**config.mk**
```make
export PLATFORM = sky130hd
export DESIGN_NAME = countdown_timer
export DESIGN_NICKNAME = d
export VERILOG_FILES = /design/src/rtl/countdown_pkg.sv /design/src/rtl/bcd_down_digit.sv /design/src/rtl/countdown_timer.sv
export SDC_FILE = /design/constraint.sdc
export NUM_CORES = 1
export LEC_CHECK = 0
export ABC_AREA = 1
export CORE_MARGIN = 2
export CORE_UTILIZATION = 50
export CTS_CLUSTER_SIZE = 20
export DETAILED_ROUTE_END_ITERATION = 10
export PLACE_DENSITY = 0.79
export SLEW_MARGIN = 5
export SYNTH_ARGS = -nofsm -noshare
export SYNTH_HDL_FRONTEND = slang
export SYNTH_HIERARCHICAL = 1
export SYNTH_SLANG_ARGS = --single-unit
export TNS_END_PERCENT = 30
```
**constraint.sdc**
```tcl
create_clock -name clk -period 3.15 [get_ports clk]
set_clock_uncertainty 0.1 [all_clocks]
set_input_delay 0.7875 -clock clk [delete_from_list [all_inputs] [get_ports clk]]
set_output_delay 0.7875 -clock clk [all_outputs]
set_load 0.03 [all_outputs]
```
**src/rtl/countdown_pkg.sv**
```systemverilog
// Shared definitions for the MM:SS BCD countdown timer.
package countdown_pkg;

  localparam int unsigned DIGIT_W      = 4;
  localparam int unsigned SEC_TENS_MAX = 5;
  localparam int unsigned ONES_MAX     = 9;

  localparam logic [1:0] ST_IDLE  = 2'd0;
  localparam logic [1:0] ST_RUN   = 2'd1;
  localparam logic [1:0] ST_PAUSE = 2'd2;
  localparam logic [1:0] ST_DONE  = 2'd3;

  // Display digit packing, same layout as the stopwatch chain.
  typedef struct packed {
    logic [DIGIT_W-1:0] min_tens;
    logic [DIGIT_W-1:0] min_ones;
    logic [DIGIT_W-1:0] sec_tens;
    logic [DIGIT_W-1:0] sec_ones;
  } bcd_time_t;

endpackage

```
**src/rtl/bcd_down_digit.sv**
```systemverilog
// One BCD down-counting digit with clamped load and wrap-to-MAX borrow.
module bcd_down_digit
  import countdown_pkg::*;
#(
  parameter int unsigned MAX = 9
) (
  input  logic               clk,
  input  logic               Reset_n,
  input  logic               Dec,
  input  logic               Load,
  input  logic [DIGIT_W-1:0] D,
  output logic [DIGIT_W-1:0] Q,
  output logic               Borrow
);

  localparam logic [DIGIT_W-1:0] MAX_V = DIGIT_W'(MAX);

  logic [DIGIT_W-1:0] d_clamped;

  assign d_clamped = (D > MAX_V) ? MAX_V : D;
  assign Borrow    = Dec && (Q == '0);

  always_ff @(posedge clk or negedge Reset_n) begin
    if (!Reset_n) begin
      Q <= '0;
    end else if (Load) begin
      Q <= d_clamped;
    end else if (Dec) begin
      Q <= (Q == '0) ? MAX_V : Q - DIGIT_W'(1);
    end
  end

endmodule

```
**src/rtl/countdown_timer.sv**
```systemverilog
// MM:SS BCD countdown timer: command FSM, 1 s prescaler, zero detect, Done pulse.
module countdown_timer
  import countdown_pkg::*;
#(
  parameter int unsigned TICKS_PER_SEC = 100_000_000,
  parameter int unsigned PRESC_W       = 27
) (
  input  logic        clk,
  input  logic        Reset_n,
  input  logic        Clear,
  input  logic        Load,
  input  logic        Start,
  input  logic        Stop,
  input  logic [15:0] Preset,
  output logic [15:0] Q,
  output logic        Running,
  output logic        Expired,
  output logic        Done
);

  localparam logic [PRESC_W-1:0] PRESC_TERM = PRESC_W'(TICKS_PER_SEC - 1);

  logic [1:0]         state_r, state_nxt;
  logic [PRESC_W-1:0] presc_r, presc_nxt;
  logic               tick;
  logic               dig_clr;
  logic               dig_ld;
  logic               done_nxt;
  logic               q_nz;
  logic               q_one;

  bcd_time_t preset_t;
  bcd_time_t load_t;
  bcd_time_t q_t;
  logic [3:0] borrow;

  assign preset_t = bcd_time_t'(Preset);
  assign load_t   = dig_clr ? bcd_time_t'(16'h0000) : preset_t;
  assign Q        = q_t;
  assign q_nz     = (q_t != bcd_time_t'(16'h0000));
  // A decrement lands on 00:00 only from 00:01.
  assign q_one    = (q_t == bcd_time_t'(16'h0001));

  // Command priority Clear > Load > Stop > Start, then RUN counting.
  always_comb begin
    state_nxt = state_r;
    presc_nxt = presc_r;
    tick      = 1'b0;
    dig_clr   = 1'b0;
    dig_ld    = 1'b0;
    done_nxt  = 1'b0;
    if (Clear) begin
      state_nxt = ST_IDLE;
      presc_nxt = '0;
      dig_clr   = 1'b1;
    end else if (Load && (state_r != ST_RUN)) begin
      state_nxt = ST_IDLE;
      presc_nxt = '0;
      dig_ld    = 1'b1;
    end else if (Stop && (state_r == ST_RUN)) begin
      state_nxt = ST_PAUSE;
    end else if (Start && q_nz && ((state_r == ST_IDLE) || (state_r == ST_PAUSE))) begin
      state_nxt = ST_RUN;
      if (state_r == ST_IDLE) begin
        presc_nxt = '0;
      end
    end else if (state_r == ST_RUN) begin
      if (presc_r == PRESC_TERM) begin
        presc_nxt = '0;
        tick      = 1'b1;
        if (q_one) begin
          state_nxt = ST_DONE;
          done_nxt  = 1'b1;
        end
      end else begin
        presc_nxt = presc_r + PRESC_W'(1);
      end
    end
  end

  always_ff @(posedge clk or negedge Reset_n) begin
    if (!Reset_n) begin
      state_r <= ST_IDLE;
      presc_r <= '0;
      Running <= 1'b0;
      Expired <= 1'b0;
      Done    <= 1'b0;
    end else begin
      state_r <= state_nxt;
      presc_r <= presc_nxt;
      Running <= (state_nxt == ST_RUN);
      Expired <= (state_nxt == ST_DONE);
      Done    <= done_nxt;
    end
  end

  bcd_down_digit #(.MAX(ONES_MAX)) u_sec_ones (
    .clk(clk), .Reset_n(Reset_n), .Dec(tick), .Load(dig_clr | dig_ld),
    .D(load_t.sec_ones), .Q(q_t.sec_ones), .Borrow(borrow[0])
  );

  bcd_down_digit #(.MAX(SEC_TENS_MAX)) u_sec_tens (
    .clk(clk), .Reset_n(Reset_n), .Dec(borrow[0]), .Load(dig_clr | dig_ld),
    .D(load_t.sec_tens), .Q(q_t.sec_tens), .Borrow(borrow[1])
  );

  bcd_down_digit #(.MAX(ONES_MAX)) u_min_ones (
    .clk(clk), .Reset_n(Reset_n), .Dec(borrow[1]), .Load(dig_clr | dig_ld),
    .D(load_t.min_ones), .Q(q_t.min_ones), .Borrow(borrow[2])
  );

  // Top digit never borrows while running: 00:00 is caught one step earlier.
  bcd_down_digit #(.MAX(SEC_TENS_MAX)) u_min_tens (
    .clk(clk), .Reset_n(Reset_n), .Dec(borrow[2]), .Load(dig_clr | dig_ld),
    .D(load_t.min_tens), .Q(q_t.min_tens), .Borrow(borrow[3])
  );

endmodule

```
==> summary.txt <==
Die W -> 87.87 microns
Die Area -> 7721 sq um
Place WS -> 0.1159 ns
Worst path cell trace -> nand2_2, nor3_1, nand3_1, nor2_2, nand2_1, nor3_2, inv_1, nor2_2, inv_1, nor3_2, inv_1, nor2_1, inv_1, o21ai_0, nand2_1, nand2_1
Post-DR wirelength/cell -> 12.07 microns
Later-pin clock latency in the skew report -> 0.32 ns
Peak VDD IR -> 0.2298 mV
CTS max path bufs -> 2
Worst Path Buf+Inv -> 4
Crit end category -> flop
CTS tree -> built
Outcome -> finished, final reports clean
Post-DP HPWL -> 6.343 mm
Setup TNS -> 0 ns
Final hold vios -> 0
Clock Tree Root -> clkbuf_8
Cells after DPL -> 678
Pwr Density -> 373.2 nW/um^2
CP peak stage delay -> 0.49 ns
Net Sw Power -> 519.3 uW
Area grow syn2layout -> 17.93%
Gate power share -> 0.249
Synth Area per Inst -> 6.477 sq um
Clock Power Share -> 0.304
CP most frequent cell -> inv_1
Synth Instances -> 543
Req. time, crit path -> 3.30 ns
Netlist Area Pre-Place -> 3517 sq um
Maximum clock rate -> 357.2 MHz
Initial Utilization -> 0.5177
First-pass GRT wire length -> 14.46 mm
Crit-path max FO -> 6
Max Cap Viol -> 0
Multi-input gate area -> 1971 sq um
Tmin final -> 2.799 ns
Fraction of layout instances using a drive strength above 1 -> 0.1322
Min-Delay Path Class -> primary input to asynchronous set/reset pin
Final wirelength -> 8.277 mm
Final setup fails -> 0
Leakage -> 1.846 nW
Core area -> 6794 sq um
Rows -> 30
Setup Fix Bufs, Post-CTS -> 0
Largest net degree at the start of global routing -> 25
Starting DRT DRC Count -> 214
Antenna Nets Post-Route -> 0
WS Path Type -> flop to flop
Slowest-stage cell, CP -> dfrtp_1
Final number of max-transition violations -> 0
Ys Warns -> 6
DR vias -> 3527
Fin cells -> 686
Register Area -> 1201 sq um
Critical path's top delay family -> simple AND/OR/NAND/NOR gates
Clock transition at path regs -> 0.10 ns
Cell-internal power -> 1.029 mW
Slew HR -> 0.6293
Grt ovf -> 0
CTS Buf Count -> 5
Flop pwr share -> 0.447
Crit path arrival time -> 2.95 ns
Measured slew at the worst slew-check pin -> 0.5554 ns
IO Pins -> 41
DRC viols -> 0
Fill cells -> 619
Post-synth net total -> 566
DRT Pass-1 Iters -> 5
Routability cong. -> 0.9210
Fin nets -> 612
Chip height -> 87.87 microns
IO buf count -> 40
Final design utilization -> 0.6105
Final period util -> 0.8887
RSZ-0062 raised after global routing -> false
Initial antenna violation count -> 0
Worst Slack Setup Final -> 0.3507 ns
GRT Total Usage -> 0.2328
Sw frac -> 0.3354
ANT cells -> 0
# H-tree levels -> 2
Via density -> 5.141
Worst Setup Start Kind -> flop
CTS sink cnt -> 48
Vias in the first global route -> 3238
==> power groups by stage <==
stage          Sequential, mW  Clock (mW)  Combinational, mW
2_1_floorplan           0.747           0              0.204
3_3_place_gp            0.703           0              0.376
3_5_place_dp            0.703           0              0.384
4_1_cts                 0.692       0.477              0.386
5_1_grt                 0.699       0.494              0.427
6_report                0.692       0.470              0.386
==> flip-flops by register name, summed over array words and instances, names as in the netlist <==
register and count:
u_sec_ones/Q 4, Done 1, state_r 2, u_min_tens/Q 4, Expired 1, u_sec_tens/Q 4
u_min_ones/Q 4, presc_r 27, Running 1
==> what timing repair did <==
action / in CTS / in global routing
hold endpoints to repair: 0 / 0
resized for setup: 0 / 5
hold buffers: 0 / 0
setup endpoints to repair: 0 / 8
==> final timing paths <==
path | startpoint | depth (start not counted) | slack [ns] | to
max | presc_r[15] | 16 | 0.35 | u_min_tens/Q[0]
min | Reset_n | 1 | 0.28 | u_min_ones/Q[3]
max reg2reg | presc_r[15] | 16 | 0.35 | u_min_tens/Q[0]
min reg2reg | presc_r[4] | 2 | 0.44 | presc_r[4]
max in group asynchronous | Reset_n | 2 | 2.09 | presc_r[2]
min in group clk | presc_r[4] | 2 | 0.44 | presc_r[4]
==> per-layer routing <==
layer | track usage | vias up | wire length (microns)
li1 | - | 1788 | -
met5 | 0 | - | 0
met4 | 0.05874 | 0 | 129
met3 | 0.03393 | 13 | 424
met2 | 0.3891 | 107 | 3861
met1 | 0.3185 | 1619 | 3861
==> metrics by stage <==
| stage | power (mW) | cell area (sq um) | hold WS (ns) |
|---|---|---|---|
| detailed placement | 1.087 | 4015 | 0.4221 |
| global route | 1.620 | 4148 | 0.3113 |
| CTS | 1.555 | 4130 | 0.2941 |
| global placement | 1.080 | 4015 | 0.4105 |
| finish | 1.548 | 4148 | 0.2797 |
| floorplan | 0.9510 | 3517 | 0.3841 |
==> cell usage in the layout (no fill, tap or decap), types with 5 or more instances in the layout <==
| master | count |
|---|---|
| nand2_1 | 132 |
| nor2_1 | 93 |
| inv_1 | 70 |
| nand3_1 | 58 |
| dfrtp_1 | 48 |
| clkdlybuf4s50_1 | 39 |
| a21oi_1 | 26 |
| nor2_2 | 21 |
| nand2_2 | 15 |
| o21ai_1 | 12 |
| o21ai_0 | 12 |
| nor3_1 | 9 |
| buf_4 | 7 |
| nor3_2 | 6 |
| inv_2 | 5 |
| clkbuf_8 | 5 |
==> layout make-up <==
type	instances	share of cell area
multi-input combinational	409	0.4751
sequential	48	0.2896
timing repair buffer	47	0.1080
inverter	78	0.07059
tap	96	0.02896
clock buffer	5	0.01659
clock inverter	3	0.01116
==> worst register-to-register path: cells and delay by family (launching register included) <==
family / cells / cell delay, ns
AND/OR/NAND/NOR: 11 / 1.63
AO/OA/AOI/OAI: 1 / 0.16
flip-flops: 1 / 0.49
buffers and inverters: 4 / 0.36
Power figures use the tool's default switching activity.
